## src/rtl/ultra_pkg.sv

```systemverilog
// ultra_pkg: state encoding and 50 MHz default timing shared by
// the ultrasonic ranger scheduler and its echo synchronizers.
package ultra_pkg;

  typedef enum logic [2:0] {
    S_IDLE,
    S_GAP,
    S_TRIG,
    S_WAIT_RISE,
    S_MEASURE,
    S_REPORT
  } state_t;

  localparam int TRIG_CYCLES_DEF    = 500;
  localparam int GAP_CYCLES_DEF     = 3_000_000;
  localparam int TIMEOUT_CYCLES_DEF = 1_500_000;
  localparam int CNT_W_DEF          = 22;

  // Truncated to the counter width to form the timeout result code.
  localparam logic [31:0] ALL_ONES = '1;

endpackage

```

## src/rtl/echo_sync.sv

```systemverilog
// echo_sync: 2-flop synchronizer for one raw echo pin with
// registered single-cycle rise and fall pulses.
module echo_sync (
  input  logic clk,
  input  logic rst,
  input  logic i_echo,
  output logic o_rise,
  output logic o_fall
);

  logic r_s1;
  logic r_s2;
  logic r_s3;
  logic r_rise;
  logic r_fall;

  always_ff @(posedge clk or posedge rst) begin
    if (rst) begin
      r_s1   <= 1'b0;
      r_s2   <= 1'b0;
      r_s3   <= 1'b0;
      r_rise <= 1'b0;
      r_fall <= 1'b0;
    end else begin
      r_s1   <= i_echo;
      r_s2   <= r_s1;
      r_s3   <= r_s2;
      r_rise <= r_s2 & ~r_s3;
      r_fall <= ~r_s2 & r_s3;
    end
  end

  assign o_rise = r_rise;
  assign o_fall = r_fall;

endmodule

```

## src/rtl/ultrasonic_scheduler.sv

```systemverilog
// ultrasonic_scheduler: round-robin gap/trigger/echo timing over N rangers.
// ULTRA_SENSOR_MASK_EN adds sensor_mask to skip disabled rangers.
module ultrasonic_scheduler
  import ultra_pkg::*;
#(
  parameter int N_SENSORS      = 4,
  parameter int TRIG_CYCLES    = TRIG_CYCLES_DEF,
  parameter int GAP_CYCLES     = GAP_CYCLES_DEF,
  parameter int TIMEOUT_CYCLES = TIMEOUT_CYCLES_DEF,
  parameter int CNT_W          = CNT_W_DEF
) (
  input  logic                 clk,
  input  logic                 rst,
  input  logic                 start,
  input  logic [N_SENSORS-1:0] echo,
  output logic [N_SENSORS-1:0] trig,
  output logic                 busy,
  output logic                 result_valid,
  input  logic                 result_ready,
  output logic [2:0]           result_id,
  output logic [CNT_W-1:0]     result_cycles,
  output logic                 result_timeout
`ifdef ULTRA_SENSOR_MASK_EN
  ,
  input  logic [N_SENSORS-1:0] sensor_mask
`endif
);

  localparam logic [CNT_W-1:0] L_GAP  = CNT_W'(GAP_CYCLES - 1);
  localparam logic [CNT_W-1:0] L_TRIG = CNT_W'(TRIG_CYCLES - 1);
  localparam logic [CNT_W-1:0] L_TO   = CNT_W'(TIMEOUT_CYCLES - 1);
  localparam logic [CNT_W-1:0] L_ONE  = CNT_W'(1);
  localparam logic [CNT_W-1:0] L_ALL  = CNT_W'(ALL_ONES);

  state_t               r_state;
  state_t               w_state;
  logic [CNT_W-1:0]     r_cnt;
  logic [CNT_W-1:0]     w_cnt;
  logic [2:0]           r_idx;
  logic [2:0]           w_idx;
  logic [2:0]           w_inc;
  logic [2:0]           w_adv;
  logic                 w_load;
  logic                 w_tout;
  logic                 w_any;
  logic [7:0]           w_mask8;
  logic [N_SENSORS-1:0] w_rise;
  logic [N_SENSORS-1:0] w_fall;
  logic [7:0]           w_rise8;
  logic [7:0]           w_fall8;
  logic [N_SENSORS-1:0] w_trig;
  logic [N_SENSORS-1:0] r_trig;
  logic                 r_busy;
  logic                 r_valid;
  logic [2:0]           r_res_id;
  logic [CNT_W-1:0]     r_res_cyc;
  logic                 r_res_to;

  for (genvar g = 0; g < N_SENSORS; g++) begin : g_sync
    echo_sync u_sync (
      .clk    (clk),
      .rst    (rst),
      .i_echo (echo[g]),
      .o_rise (w_rise[g]),
      .o_fall (w_fall[g])
    );
  end

  assign w_rise8 = 8'(w_rise);
  assign w_fall8 = 8'(w_fall);

`ifdef ULTRA_SENSOR_MASK_EN
  assign w_mask8 = 8'(sensor_mask);
`else
  assign w_mask8 = 8'({N_SENSORS{1'b1}});
`endif

  assign w_any = |w_mask8;

  // First enabled sensor at or after s, wrapping at N_SENSORS.
  function automatic logic [2:0] f_pick(
    input logic [2:0] s,
    input logic [7:0] m
  );
    logic [2:0] r;
    logic [2:0] j;
    r = s;
    for (int k = N_SENSORS - 1; k >= 0; k--) begin
      j = 3'((int'(s) + k) % N_SENSORS);
      if (m[j]) r = j;
    end
    return r;
  endfunction

  assign w_inc = (r_idx == 3'(N_SENSORS - 1)) ? 3'd0 : r_idx + 3'd1;
  assign w_adv = f_pick(w_inc, w_mask8);

  always_comb begin
    w_state = r_state;
    w_cnt   = r_cnt;
    w_idx   = r_idx;
    w_load  = 1'b0;
    w_tout  = 1'b0;
    unique case (r_state)
      S_IDLE: begin
        if (start && w_any) begin
          w_state = S_GAP;
          w_cnt   = '0;
          w_idx   = f_pick(r_idx, w_mask8);
        end
      end
      S_GAP: begin
        if (r_cnt >= L_GAP) begin
          w_state = S_TRIG;
          w_cnt   = '0;
        end else begin
          w_cnt = r_cnt + L_ONE;
        end
      end
      S_TRIG: begin
        if (r_cnt >= L_TRIG) begin
          w_state = S_WAIT_RISE;
          w_cnt   = '0;
        end else begin
          w_cnt = r_cnt + L_ONE;
        end
      end
      S_WAIT_RISE: begin
        if (w_rise8[r_idx]) begin
          w_state = S_MEASURE;
          w_cnt   = L_ONE;
        end else if (r_cnt >= L_TO) begin
          w_state = S_REPORT;
          w_load  = 1'b1;
          w_tout  = 1'b1;
        end else begin
          w_cnt = r_cnt + L_ONE;
        end
      end
      S_MEASURE: begin
        // Fall wins over the limit so a width just under it is exact.
        if (w_fall8[r_idx]) begin
          w_state = S_REPORT;
          w_load  = 1'b1;
        end else if (r_cnt >= L_TO) begin
          w_state = S_REPORT;
          w_load  = 1'b1;
          w_tout  = 1'b1;
        end else begin
          w_cnt = r_cnt + L_ONE;
        end
      end
      S_REPORT: begin
        if (r_valid && result_ready) begin
          w_idx   = w_adv;
          w_cnt   = '0;
          w_state = (start && w_any) ? S_GAP : S_IDLE;
        end
      end
      default: w_state = S_IDLE;
    endcase
  end

  always_comb begin
    w_trig = '0;
    for (int i = 0; i < N_SENSORS; i++) begin
      w_trig[i] = (w_state == S_TRIG) && (w_idx == 3'(i));
    end
  end

  always_ff @(posedge clk or posedge rst) begin
    if (rst) begin
      r_state   <= S_IDLE;
      r_cnt     <= '0;
      r_idx     <= '0;
      r_trig    <= '0;
      r_busy    <= 1'b0;
      r_valid   <= 1'b0;
      r_res_id  <= '0;
      r_res_cyc <= '0;
      r_res_to  <= 1'b0;
    end else begin
      r_state <= w_state;
      r_cnt   <= w_cnt;
      r_idx   <= w_idx;
      r_trig  <= w_trig;
      r_busy  <= (w_state != S_IDLE);
      r_valid <= (w_state == S_REPORT);
      if (w_load) begin
        r_res_id  <= r_idx;
        r_res_cyc <= w_tout ? L_ALL : r_cnt;
        r_res_to  <= w_tout;
      end
    end
  end

  assign trig           = r_trig;
  assign busy           = r_busy;
  assign result_valid   = r_valid;
  assign result_id      = r_res_id;
  assign result_cycles  = r_res_cyc;
  assign result_timeout = r_res_to;

endmodule

```

## config.mk

```make
export PLATFORM = sky130hd
export DESIGN_NAME = ultrasonic_scheduler
export DESIGN_NICKNAME = d
export VERILOG_FILES = /design/src/rtl/ultra_pkg.sv /design/src/rtl/echo_sync.sv /design/src/rtl/ultrasonic_scheduler.sv
export SDC_FILE = /design/constraint.sdc
export NUM_CORES = 1
export LEC_CHECK = 0
export ABC_CLOCK_PERIOD_IN_PS = 7850
export CAP_MARGIN = 0
export CORE_MARGIN = 3
export CORE_UTILIZATION = 35
export CTS_BUF_LIST = sky130_fd_sc_hd__clkbuf_16
export DETAILED_ROUTE_END_ITERATION = 10
export PLACE_DENSITY = 0.54
export SLEW_MARGIN = 20
export SYNTH_ARGS = -nofsm -noshare
export SYNTH_HDL_FRONTEND = slang
export SYNTH_SLANG_ARGS = --single-unit
export TNS_END_PERCENT = 1
```

## constraint.sdc

```tcl
create_clock -name clk -period 7.85 [get_ports clk]
set_clock_uncertainty 0.1 [all_clocks]
set_input_delay 1.1775 -clock clk [delete_from_list [all_inputs] [get_ports clk]]
set_output_delay 1.1775 -clock clk [all_outputs]
set_load 0.05 [all_outputs]
```

==> impl_metrics.py, run 1 <==
metrics = {
    "run_status": {
        "status": "complete, no violations",
    },
    "run": {
        "maxCapViolations": 0,
    },
    "routing": {
        "vias": 3233,
        "drt_wl_total_mm": 9.88,
        "wl_per_cell_um": 16.9,
        "route.detailed.drc": 0,
        "viasPerCell": 5.54,
        "drtIter0Drc": 159,
        "antenna_left": 0,
        "first_pass_iters": 4,
    },
    "clock_network": {
        "cts_hold_buf": 0,
        "ctsResizeCount": 0,
        "cts-root-buf": "clkbuf_16",
        "ctsHtreeMaxLevel": 3,
        "cts_sinks": 80,
        "numCtsBuffers": 9,
        "clock_latency_ps": 330,
        "clk_pin_slew_ps": 60,
        "cts_buffer_depth": 2,
        "cts_tree": "yes",
        "cts_setup_buffers": 0,
    },
    "timing": {
        "tns_ps": 0,
        "slew_violations": 0,
        "finalHoldViolations": 0,
        "worst_slew_pin_slew_ps": 889,
        "max_freq_mhz": 316,
        "slew_headroom": 0.403,
        "period_needed_ps": 3170,
        "rsz0062_at_grt": "false",
        "period_share": 0.404,
        "setup_viol": 0,
    },
    "worst_setup_path": {
        "path_delay_family": "compound AO/OA/AOI/OAI gates",
        "crit_path_top_delay_cell": "nand2_1",
        "path_class": "flop to flop",
        "critPathMaxFanout": 16,
        "startpoint": "r_cnt[1]",
        "r2r-start": "r_cnt[1]",
        "cp-start-kind": "flop",
        "cpPeakStageDelay_ps": 510,
        "crit_chain": "ha_1 > a41oi_1 > o311a_1 > o31ai_4 > nand2_1 > and2_1 > a221o_1",
        "critical_path_arrival_ps": 3280,
        "endpoint_kind": "flop",
        "path_buf_inv": 0,
        "crit_required_ps": 7960,
    },
    "global_routing": {
        "overflow": 0,
        "grt_pass1_wl_mm": 16.3,
        "grt_use_total": 0.162,
        "grt_pass1_vias": 3177,
        "antenna_found_initial": 0,
        "grt_max_degree": 81,
    },
    "power": {
        "p_leak_nw": 2.02,
        "ir_worst_vdd_mv": 0.120,
        "total_power_mw": 1.08,
        "p_per_area_mw_per_mm2": 228,
    },
    "logic_synthesis": {
        "synth_seq_cells": 80,
        "synth_edf_count": 0,
        "synth-async-reset-ratio": 1.00,
        "yosysWarnings": 0,
        "ys.flop_type": "dfrtp_1",
        "yosysUniqueCellTypes": 66,
        "synth_area_leaders": "dfrtp_1, nand2_1, o21ai_0",
        "postSynthAreaPerCell_um2": 9.61,
        "synth_area_mm2": 0.00397,
        "synth_top_area_frac": 0.504,
        "syn_nets": 423,
        "netlist_instances": 413,
        "yosysTopAreaCell": "dfrtp_1",
        "yosysSeqAreaShare": 0.504,
    },
    "place": {
        "io_buffers": 39,
        "gp_congestion": 0.891,
        "hpwl_mm": 6.75,
        "dp_cells": 568,
    },
    "floorplan": {
        "row_count": 38,
        "initial_core_util": 0.361,
        "pin_count": 40,
        "coreArea_mm2": 0.0110,
        "dieArea_mm2": 0.0127,
        "die_h_um": 112,
        "die_w_um": 112,
    },
    "finish": {
        "nets": 449,
        "drive_gt1_frac": 0.0901,
        "areaGrowthSynthToFinish_pct": 19.0,
        "stdcell_count": 584,
        "n_antenna_cell": 0,
    },
    "worst_hold_path": {
        "hp-class": "flop to flop",
        "min-delay-start": "g_sync[2].u_sync.r_s1",
    },
}
layout make-up:
class | count | area, um^2
fillers | 1082 | 6260
multi-input cells | 290 | 1780
well taps | 140 | 175
inverters | 16 | 61.3
clock buffers | 9 | 225
repair buffers | 42 | 417
flip-flops and latches | 80 | 2000
clock inverters | 7 | 62.6
synthesized netlist by cell type (5+ instances only):
cell type	number
a21o_1	7
a21oi_1	11
a31oi_1	12
buf_2	14
clkbuf_1	11
dfrtp_1	80
inv_1	16
nand2_1	54
nand3_1	19
nand4_1	8
nor2_1	25
nor2b_1	11
nor3_1	10
nor4_1	5
o211ai_1	6
o21ai_0	36
or3_1	6
placed cells by master (no fill, tap or decap), types with 3 or more instances in the layout:
cell type,n
o31ai_1,4
nand3_1,19
or3_1,6
a31oi_1,12
mux2i_1,3
inv_1,17
o22ai_1,4
o211ai_1,6
a21oi_1,11
o21ai_0,36
nand2_1,54
a21o_1,7
nor4b_1,3
nor2_1,25
nand4_1,8
dfrtp_1,80
nor2b_1,11
a221o_1,3
mux2_2,4
clkdlybuf4s50_1,39
clkbuf_16,9
o21a_1,4
nor3_1,10
nor4_1,5
and2_1,4
metal layers:
metal	share of wire	track usage	vias to the layer above
li1	-	-	1546
met1	0.47	0.213	1606
met2	0.48	0.257	69
met3	0.035	0.0275	12
met4	0.013	0.0833	0
met5	0	0	-
worst register-to-register path: cells and delay by family, from the launching register on:
| kind | cells | cell delay, ps |
|---|---|---|
| adder cells (fa/ha/maj) | 1 | 330 |
| AND/OR/NAND/NOR | 2 | 900 |
| AO/OA/AOI/OAI | 4 | 1270 |
| flip-flops | 1 | 450 |
path summary, 6_finish.rpt:
kind / endpoint / slack [ps] / cells past startpoint
setup / recovery: r_cnt[4] / 4680 / 7
hold reg to reg: g_sync[2].u_sync.r_s2 / 250 / 0
setup reg to reg: r_cnt[4] / 4680 / 7
hold / removal: g_sync[2].u_sync.r_s2 / 250 / 0
max in group asynchronous: r_cnt[20] / 5880 / 3
min in group asynchronous: result_cycles[1] / 1280 / 3
sequential cells by signal (all words and copies together), names as in the netlist, 4 cells and up:
| register | cells |
|---|---|
| result_cycles | 22 |
| g_sync.u_sync.r_s2 | 4 |
| g_sync.u_sync.r_s1 | 4 |
| g_sync.u_sync.r_s3 | 4 |
| trig | 4 |
| r_cnt | 22 |
| g_sync.u_sync.o_fall | 4 |
| g_sync.u_sync.o_rise | 4 |
report_power, final:
| group | internal, mW | switching, mW | total [mW] |
|---|---|---|---|
| Clock | 0.243 | 0.164 | 0.408 |
| Sequential | 0.441 | 0.0395 | 0.480 |
| Combinational | 0.0751 | 0.115 | 0.190 |
metrics by stage:
step	area (um^2)	worst slack [ps]	hold slack (ps)	util
6_report	4720	4680	250	0.430
5_1_grt	4720	4530	268	0.430
4_1_cts	4720	4710	254	0.430
3_5_place_dp	4430	4380	236	0.404
3_3_place_gp	4430	4440	233	0.404
2_1_floorplan	3970	4520	231	-
cells by family (layout without fill, tap and decap cells):
family / count (synthesis) / count (layout) / share of synthesized area
and+or+nand+nor: 163 / 163 / 0.208
DFF: 80 / 80 / 0.504
adders and majority gates: 2 / 2 / 0.00630
muxes: 9 / 9 / 0.0303
xor gates and xnor gates: 1 / 1 / 0.00221
AOI/OAI and AO/OA: 115 / 115 / 0.202
buffers and inverters: 43 / 74 / 0.0470
Power figures use the tool's default switching activity.
==> inputs of run 2 (changes only) <==
--- a/config.mk
+++ b/config.mk
@@ -5,13 +5,13 @@
 export SDC_FILE = /design/constraint.sdc
 export NUM_CORES = 1
 export LEC_CHECK = 0
-export ABC_CLOCK_PERIOD_IN_PS = 7850
+export ABC_CLOCK_PERIOD_IN_PS = 2850
 export CAP_MARGIN = 0
 export CORE_MARGIN = 3
 export CORE_UTILIZATION = 35
 export CTS_BUF_LIST = sky130_fd_sc_hd__clkbuf_16
 export DETAILED_ROUTE_END_ITERATION = 10
-export PLACE_DENSITY = 0.54
+export PLACE_DENSITY = 0.56
 export SLEW_MARGIN = 20
 export SYNTH_ARGS = -nofsm -noshare
 export SYNTH_HDL_FRONTEND = slang
==> constraint.sdc (replaced) <==
create_clock -name clk -period 2.85 [get_ports clk]
set_clock_uncertainty 0.1 [all_clocks]
set_input_delay 0.4275 -clock clk [delete_from_list [all_inputs] [get_ports clk]]
set_output_delay 0.4275 -clock clk [all_outputs]
set_load 0.05 [all_outputs]
==> run 2 against run 1 <==
  * Hold slack about the same
  * Register-to-register slack worse by 4500 ps
  * Power rose to 2.9 times the previous value
  * Core utilization up 1.4 points
  * Routed wire length up 3.0%
  * Cell count up 2.4%
==> impl_metrics.py, run 2 (synthesis gave the netlist of run 1 again) <==
metrics = {
    "clock_network": {
        "cts_buffer_depth": 2,
        "ctsHtreeMaxLevel": 3,
        "cts_setup_buffers": 0,
        "ctsResizeCount": 0,
        "cts_hold_buf": 0,
        "cts_tree": "yes",
        "clk_pin_slew_ps": 70,
        "cts_sinks": 80,
        "cts-root-buf": "clkbuf_16",
        "numCtsBuffers": 9,
        "clock_latency_ps": 340,
    },
    "power": {
        "seq_power_share": 0.418,
        "p_switching_mw": 0.938,
        "total_power_mw": 3.15,
        "ir_worst_vdd_mv": 0.325,
        "pwr-share-clk": 0.406,
        "p_leak_nw": 2.10,
        "sw_frac_of_total": 0.297,
        "power_frac_comb": 0.175,
        "p_per_area_mw_per_mm2": 647,
        "power.internal_mw": 2.22,
    },
    "global_routing": {
        "overflow": 0,
        "grt_pass1_wl_mm": 16.9,
        "antenna_found_initial": 0,
        "grt_max_degree": 81,
        "grt_pass1_vias": 3271,
        "grt_use_total": 0.167,
    },
    "worst_hold_path": {
        "hp-class": "flop to flop",
    },
    "timing": {
        "slew_headroom": 0.562,
        "slew_violations": 0,
        "tns_ps": 0,
        "worst_slew_pin_slew_ps": 651,
        "setup_viol": 0,
        "max_freq_mhz": 378,
        "period_needed_ps": 2650,
        "layout_setup_ws_ps": 203,
        "finalHoldViolations": 0,
        "rsz0062_at_grt": "false",
        "period_share": 0.929,
    },
    "routing": {
        "drt_wl_total_mm": 10.2,
        "vias": 3329,
        "first_pass_iters": 4,
        "route.detailed.drc": 0,
        "antenna_left": 0,
        "wl_per_cell_um": 17.0,
        "drtIter0Drc": 257,
        "viasPerCell": 5.57,
    },
    "finish": {
        "drive_gt1_frac": 0.124,
        "areaGrowthSynthToFinish_pct": 22.9,
        "final_cell_mix": "dfrtp_1, nand2_1, clkdlybuf4s50_1",
        "fin_util": 0.444,
        "nets": 463,
        "fillers": 1073,
        "n_antenna_cell": 0,
        "final_common_cell": "dfrtp_1",
    },
    "run_status": {
        "status": "complete, no violations",
    },
    "floorplan": {
        "initial_core_util": 0.361,
        "die_w_um": 112,
        "row_count": 38,
        "pin_count": 40,
        "coreArea_mm2": 0.0110,
        "die_h_um": 112,
        "dieArea_mm2": 0.0127,
    },
    "place": {
        "hpwl_mm": 7.09,
        "io_buffers": 39,
        "dp_worst_setup_slack_ps": 238,
        "gp_congestion": 0.926,
    },
    "worst_setup_path": {
        "critPathMaxFanout": 11,
        "cp-start-kind": "flop",
        "critical_path_arrival_ps": 2780,
        "ff2ff_setup_slack_ps": 200,
        "startpoint": "r_cnt[0]",
        "crit_required_ps": 2980,
        "endpoint_kind": "flop",
        "r2r_end": "r_cnt[3]",
        "path_class": "flop to flop",
        "reg2regPathDepth": 8,
        "endpoint": "r_cnt[3]",
        "r2r-start": "r_cnt[0]",
    },
    "run": {
        "maxCapViolations": 0,
    },
}
run 2: worst min path at each step:
stage,start,depth (start not counted),slack (ps),end
2_1_floorplan,g_sync[0].u_sync.r_s1,0,230,g_sync[0].u_sync.r_s2
3_3_place_gp,g_sync[0].u_sync.r_s1,0,230,g_sync[0].u_sync.r_s2
3_5_place_dp,g_sync[1].u_sync.r_s1,0,240,g_sync[1].u_sync.r_s2
4_1_cts,g_sync[1].u_sync.r_s1,0,250,g_sync[1].u_sync.r_s2
5_1_grt,g_sync[1].u_sync.r_s1,0,260,g_sync[1].u_sync.r_s2
6_report,g_sync[1].u_sync.r_s1,0,250,g_sync[1].u_sync.r_s2
run 2: critical path: stages (launching register included):
cell and delay, ps:
dfrtp_1 430, ha_1 300, a41oi_1 270, o311a_1 270, o31a_1 440, o21ai_1 130
buf_4 200, a31o_2 220, a22o_1 170
run 2: final cells by class:
| class | count | area, um^2 | area share |
|---|---|---|---|
| tap | 140 | 175 | 0.0359 |
| multi-input combinational | 290 | 1780 | 0.365 |
| timing repair buffer | 56 | 531 | 0.109 |
| clock inverter | 7 | 101 | 0.0208 |
| clock buffer | 9 | 225 | 0.0462 |
| inverter | 16 | 61.3 | 0.0126 |
| sequential | 80 | 2000 | 0.411 |
run 2: metrics by stage:
step / std cells / hold slack, ps / cell area [um^2]
2_1_floorplan: 413 / 231 / 3970
4_1_cts: 598 / 253 / 4880
3_5_place_dp: 582 / 237 / 4550
5_1_grt: 598 / 257 / 4880
3_3_place_gp: 582 / 232 / 4550
6_report: 598 / 250 / 4880
run 2: routing by layer:
metal | up-vias | global-route usage | wire [um]
li1 | 1572 | - | -
met1 | 1623 | 0.223 | 4480
met2 | 118 | 0.273 | 4890
met3 | 16 | 0.0345 | 659
met4 | 0 | 0.0585 | 138
met5 | - | 0 | 0
run 2: power by group through the flow:
stage | logic (mW) | registers, mW | clock network [mW]
after floorplan | 0.378 | 1.35 | 0
after global placement | 0.550 | 1.33 | 0
after detailed placement | 0.559 | 1.34 | 0
after CTS | 0.560 | 1.32 | 1.31
after global routing | 0.607 | 1.34 | 1.35
final | 0.554 | 1.32 | 1.28
==> variant 1: new RTL, config.mk and constraints of run 2 <==
The package constant `CNT_W_DEF` goes from 22 to 24.
--- a/src/rtl/ultra_pkg.sv
+++ b/src/rtl/ultra_pkg.sv
@@ -14,7 +14,7 @@
   localparam int TRIG_CYCLES_DEF    = 500;
   localparam int GAP_CYCLES_DEF     = 3_000_000;
   localparam int TIMEOUT_CYCLES_DEF = 1_500_000;
-  localparam int CNT_W_DEF          = 22;
+  localparam int CNT_W_DEF          = 24;
 
   // Truncated to the counter width to form the timeout result code.
   localparam logic [31:0] ALL_ONES = '1;
Ports: changed (resized result_cycles); port bits go from 40 to 42. No check against the original RTL was run, so the function may have changed too.
==> variant 1 against run 2 <==
Fmax rose by 2.1%. Die area rose by 1.8%. Clock power shrank 9%. Largest cell class unchanged. Critical endpoint is now r_cnt[21]$_DFFE_PP0P_. Global-route usage decreased by 1.9 points. Worst setup slack better by 0.055 ns. Sequential cell count up 4. Worst hold slack worse by 0.0030 ns. Cell area hardly changed. Synthesized area up 2.0%. Largest power group unchanged. Wire length decreased by 10%. Power rose by 21%.
==> variant 1: results (changes against run 2) <==
Outcome
  – Status: completed (unchanged)

Worst setup path
  – Crit Reg-Reg Endpoint: r_cnt[21]$_DFFE_PP0P_ (was r_cnt[3]$_DFFE_PP0P_)
  – R2r setup slk: 0.26 ns (was 0.20 ns)
  – Worst EP arrival: 2.72 ns (was 2.78 ns)
  – Crit Path Max Fanout: 17 (was 11)

Synth
  – Sequential fraction of the synthesis area: 51.9% (was 50.4%)
  – Cell variety after synth: 60 (was 66)
  – Most common library cells after synthesis: dfrtp_1, nor2_1, a21oi_1 (was dfrtp_1, nand2_1, o21ai_0)
  – Post-synthesis mux area share: 2.41% (was 3.03%)
  – Adder-Cell Fraction of Synth Area: 0.618% (was 0.631%)
  – Synth top area cells: dfrtp_1, a21oi_1, nor2_1 (was dfrtp_1, nand2_1, o21ai_0)
  – Syn nets: 429 (was 423)
  – Synth Instances: 419 (was 413)
  – Synth Area in Compound Gates: 17.5% (was 20.2%)
  – Post-Synth XOR/XNOR Area: 0.649% (was 0.221%)

Placement
  – Cells after DPL: 581 (was 582)
  – Placer congestion estimate: 0.893 (was 0.926)
  – I/O Buffers: 41 (was 39)
  – HPWL Detailed: 6360 um (was 7090 um)

Pwr
  – Net Sw Power: 1.34 mW (was 938 uW)
  – Peak VDD IR: 0.000443 V (was 0.000325 V)
  – Comb power frac: 27.6% (was 17.5%)
  – Lkg Pwr: 2.12 nW (was 2.10 nW)
  – Combinational power: 1.05 mW (was 554 uW)

Finish
  – Fill cells: 1097 (was 1073)
  – Util after Layout: 44.0% (was 44.4%)
  – Nets@finish: 462 (was 463)

Global route
  – First-pass GRT wire length: 15400 um (was 16900 um)
  – Pin count of the biggest net entering global routing: 85 (was 81)

Min path
  – Endpoint, Worst Hold: g_sync[2].u_sync.r_s2$_DFF_PP0_ (was g_sync[1].u_sync.r_s2$_DFF_PP0_)

Timing
  – WHS: 0.247 ns (was 0.250 ns)
==> variant 1: cell count changes in the layout (fill, tap and decap cells not counted), sizes merged, moves of 6 or more <==
cell	change
nand2	-29
o211ai	-6
o21ai	-14
buf	-9
a21oi	+37
or3	-7
inv	-9
and3	+7
nor2	+37
==> variant 1: what timing repair did <==
action                                 in CTS  in global routing
resized for setup                           0                  1
setup endpoints to repair                   0                  4
endpoints found under the hold margin       0                  0
==> variant 1: routing by layer <==
metal	share of wire, %	up-vias	track usage [%]
met3	5.2	24	3.71
met4	3.0	0	6.73
met2	43	88	21.6
li1	-	1555	-
met1	49	1504	21.0
met5	0	-	0
==> variant 1: how the worst max path moves through the flow <==
stage | start | to | slack (ns) | depth (start not counted)
after floorplan | rst | busy$_DFF_PP0_ | 0.16 | 1
after global placement | r_cnt[0]$_DFFE_PP0P_ | r_cnt[19]$_DFFE_PP0P_ | 0.26 | 8
after detailed placement | r_cnt[0]$_DFFE_PP0P_ | r_cnt[19]$_DFFE_PP0P_ | 0.22 | 8
after CTS | r_cnt[0]$_DFFE_PP0P_ | r_cnt[19]$_DFFE_PP0P_ | 0.17 | 8
after global routing | r_cnt[0]$_DFFE_PP0P_ | r_cnt[8]$_DFFE_PP0P_ | 0.03 | 8
final | r_cnt[0]$_DFFE_PP0P_ | r_cnt[21]$_DFFE_PP0P_ | 0.26 | 8
==> variant 1: final cells by class <==
class	instances	area share, %
clock buffers	9	4.62
multi-input cells	299	36.3
inverters	9	0.718
flip-flops and latches	84	43.1
well taps	140	3.59
clock inverters	7	1.56
repair buffers	49	10.2
==> variant 1: critical path, stage by stage, from the launching register on <==
cell	delay, ns
dfrtp_1	0.48
ha_1	0.28
a311oi_1	0.12
o31ai_1	0.45
a211oi_1	0.16
o21ai_2	0.25
nand2_2	0.25
a21o_1	0.22
a22o_1	0.17
==> variant 2: new RTL, config.mk and constraints of run 2 <==
Without the edit above. The 6 states of `state_t` get a one-hot encoding in 6 bits.
--- a/src/rtl/ultra_pkg.sv
+++ b/src/rtl/ultra_pkg.sv
@@ -2,13 +2,13 @@
 // the ultrasonic ranger scheduler and its echo synchronizers.
 package ultra_pkg;
 
-  typedef enum logic [2:0] {
-    S_IDLE,
-    S_GAP,
-    S_TRIG,
-    S_WAIT_RISE,
-    S_MEASURE,
-    S_REPORT
+  typedef enum logic [5:0] {
+    S_IDLE      = 6'b000001,
+    S_GAP       = 6'b000010,
+    S_TRIG      = 6'b000100,
+    S_WAIT_RISE = 6'b001000,
+    S_MEASURE   = 6'b010000,
+    S_REPORT    = 6'b100000
   } state_t;
 
   localparam int TRIG_CYCLES_DEF    = 500;
Function: no difference found for any inputs over 4 cycles, from zero or initial values and one cycle with rst high; so few cycles prove little.
==> variant 2 against run 2 <==
Wire length decreased by 11%. Die area decreased by 0.57%. Sequential cell count increased by 3. Cell area decreased by 1.3%. Non-clock buffer count decreased by 6. Utilization decreased by 0.40 points. Power increased by 6.3%. Synthesized area decreased by 0.60%. Worst setup slack improved by 0.095 ns. Largest cell class unchanged. Largest power group unchanged.
==> variant 2: results (changes against run 2) <==
Routing
  – Via Count: 3142 (was 3329)
  – Met2 routed WL: 4350 um (was 4890 um)
  – DRT iter0 DRCs: 191 (was 257)
  – Routed WL: 9080 um (was 10200 um)
  – Metal3 WL: 314 um (was 659 um)
  – DR WL/cell: 15.3 um (was 17.0 um)
  – WL met1: 4310 um (was 4480 um)

Global route
  – Met2 Usage GRT: 23.0% (was 27.3%)
  – Routing usage on met3: 2.80% (was 3.45%)
  – First-pass GRT wire length: 15500 um (was 16900 um)
  – Vias in the first global route: 2990 (was 3271)
  – Gr usage total: 15.0% (was 16.7%)
  – Pin count of the biggest net entering global routing: 41 (was 81)
  – Met1 usage: 21.6% (was 22.3%)

Outcome
  – Status: completed (unchanged)

Placement
  – Placer congestion estimate: 0.863 (was 0.926)
  – HPWL Detailed: 6470 um (was 7090 um)
  – Cells after DPL: 576 (was 582)
  – Placed cell area: 4500 um2 (was 4550 um2)
  – Post-Place Setup Slack: 0.226 ns (was 0.238 ns)

Synth
  – Synth top area cells: dfrtp_1, nor2_1, a21oi_1 (was dfrtp_1, nand2_1, o21ai_0)
  – Cell variety after synth: 64 (was 66)
  – Synth Instances: 410 (was 413)
  – Post-synthesis mux area share: 2.25% (was 3.03%)
  – Post-Synth XOR/XNOR Area: 0.444% (was 0.221%)
  – Adder-Cell Fraction of Synth Area: 0.920% (was 0.631%)
  – Synth Area in Compound Gates: 17.4% (was 20.2%)
  – Most common library cells after synthesis: dfrtp_1, nor2_1, nand2_1 (was dfrtp_1, nand2_1, o21ai_0)
  – Sequential fraction of the synthesis area: 52.7% (was 50.4%)
  – Async S/R FF share, synth: 100% (unchanged)
  – Syn nets: 420 (was 423)

Clock network
  – Deepest clock path buffer count: 2 (unchanged)
  – CTS-repair resized insts: 0 (unchanged)

Worst setup path
  – Crit path largest cell delay: 0.45 ns
  – Crit Path Max Fanout: 22 (was 11)
  – Reg2reg path depth: 9 (was 8)
  – Worst EP arrival: 2.71 ns (was 2.78 ns)
  – Worst path slowest cell: dfrtp_1 (was o31a_1)

Finish
  – Layout cells sized above 1: 11.7% (was 12.4%)
  – Nets@finish: 457 (was 463)
  – Fill cells: 1087 (was 1073)

Pwr
  – Internal Dissipation: 2.24 mW (was 2.22 mW)
  – Peak VDD IR: 0.000370 V (was 0.000325 V)
  – Lkg Pwr: 2.16 nW (was 2.10 nW)

Timing
  – Tightest Pin Transition: 0.521 ns (was 0.651 ns)
[variant 2: cell types whose count changed after synthesis, moves of 4 or more]
cell	before	now
a21oi_1	11	39
buf_2	14	4
a21o_1	7	1
nor2_1	25	64
inv_1	16	10
clkbuf_1	11	15
or3_1	6	2
and3_1	1	9
o21ai_0	36	12
nand2_1	54	42
nand3_1	19	14
[variant 2: worst reg2reg max path, delay by kind of cell, from the launching register on]
family          cells  cell delay, ns
compound gates      4            0.77
fa+ha+maj           1            0.25
buf+inv             1            0.19
flops               1            0.45
simple gates        3            0.71
[variant 2: power by group through the flow]
stage	combinational [mW]	sequential, mW	clock, mW
finish	0.750	1.40	1.20
global route	0.817	1.43	1.28
CTS	0.748	1.40	1.23
detailed placement	0.745	1.42	0
global placement	0.750	1.42	0
floorplan	0.568	1.38	0
[variant 2: path summary, 6_finish.rpt]
| check | from | to | slack, ns |
|---|---|---|---|
| min in group asynchronous | rst | g_sync[1].u_sync.r_s1$_DFF_PP0_ | 0.30 |
| max | r_cnt[0]$_DFFE_PP0P_ | r_cnt[14]$_DFFE_PP0P_ | 0.30 |
| max in group asynchronous | rst | r_state[0]$_DFF_PP1_ | 1.68 |
| max reg2reg | r_cnt[0]$_DFFE_PP0P_ | r_cnt[14]$_DFFE_PP0P_ | 0.30 |
| min | g_sync[1].u_sync.r_s1$_DFF_PP0_ | g_sync[1].u_sync.r_s2$_DFF_PP0_ | 0.25 |
| min reg2reg | g_sync[1].u_sync.r_s1$_DFF_PP0_ | g_sync[1].u_sync.r_s2$_DFF_PP0_ | 0.25 |
[variant 2: final cells by class]
class	instances	area [um2]	area share (%)
clock buffers	9	225	4.68
well taps	140	175	3.64
clock inverters	7	82.6	1.72
repair buffers	50	498	10.4
multi-input cells	293	1710	35.6
inverters	10	38.8	0.806
flip-flops and latches	83	2080	43.2
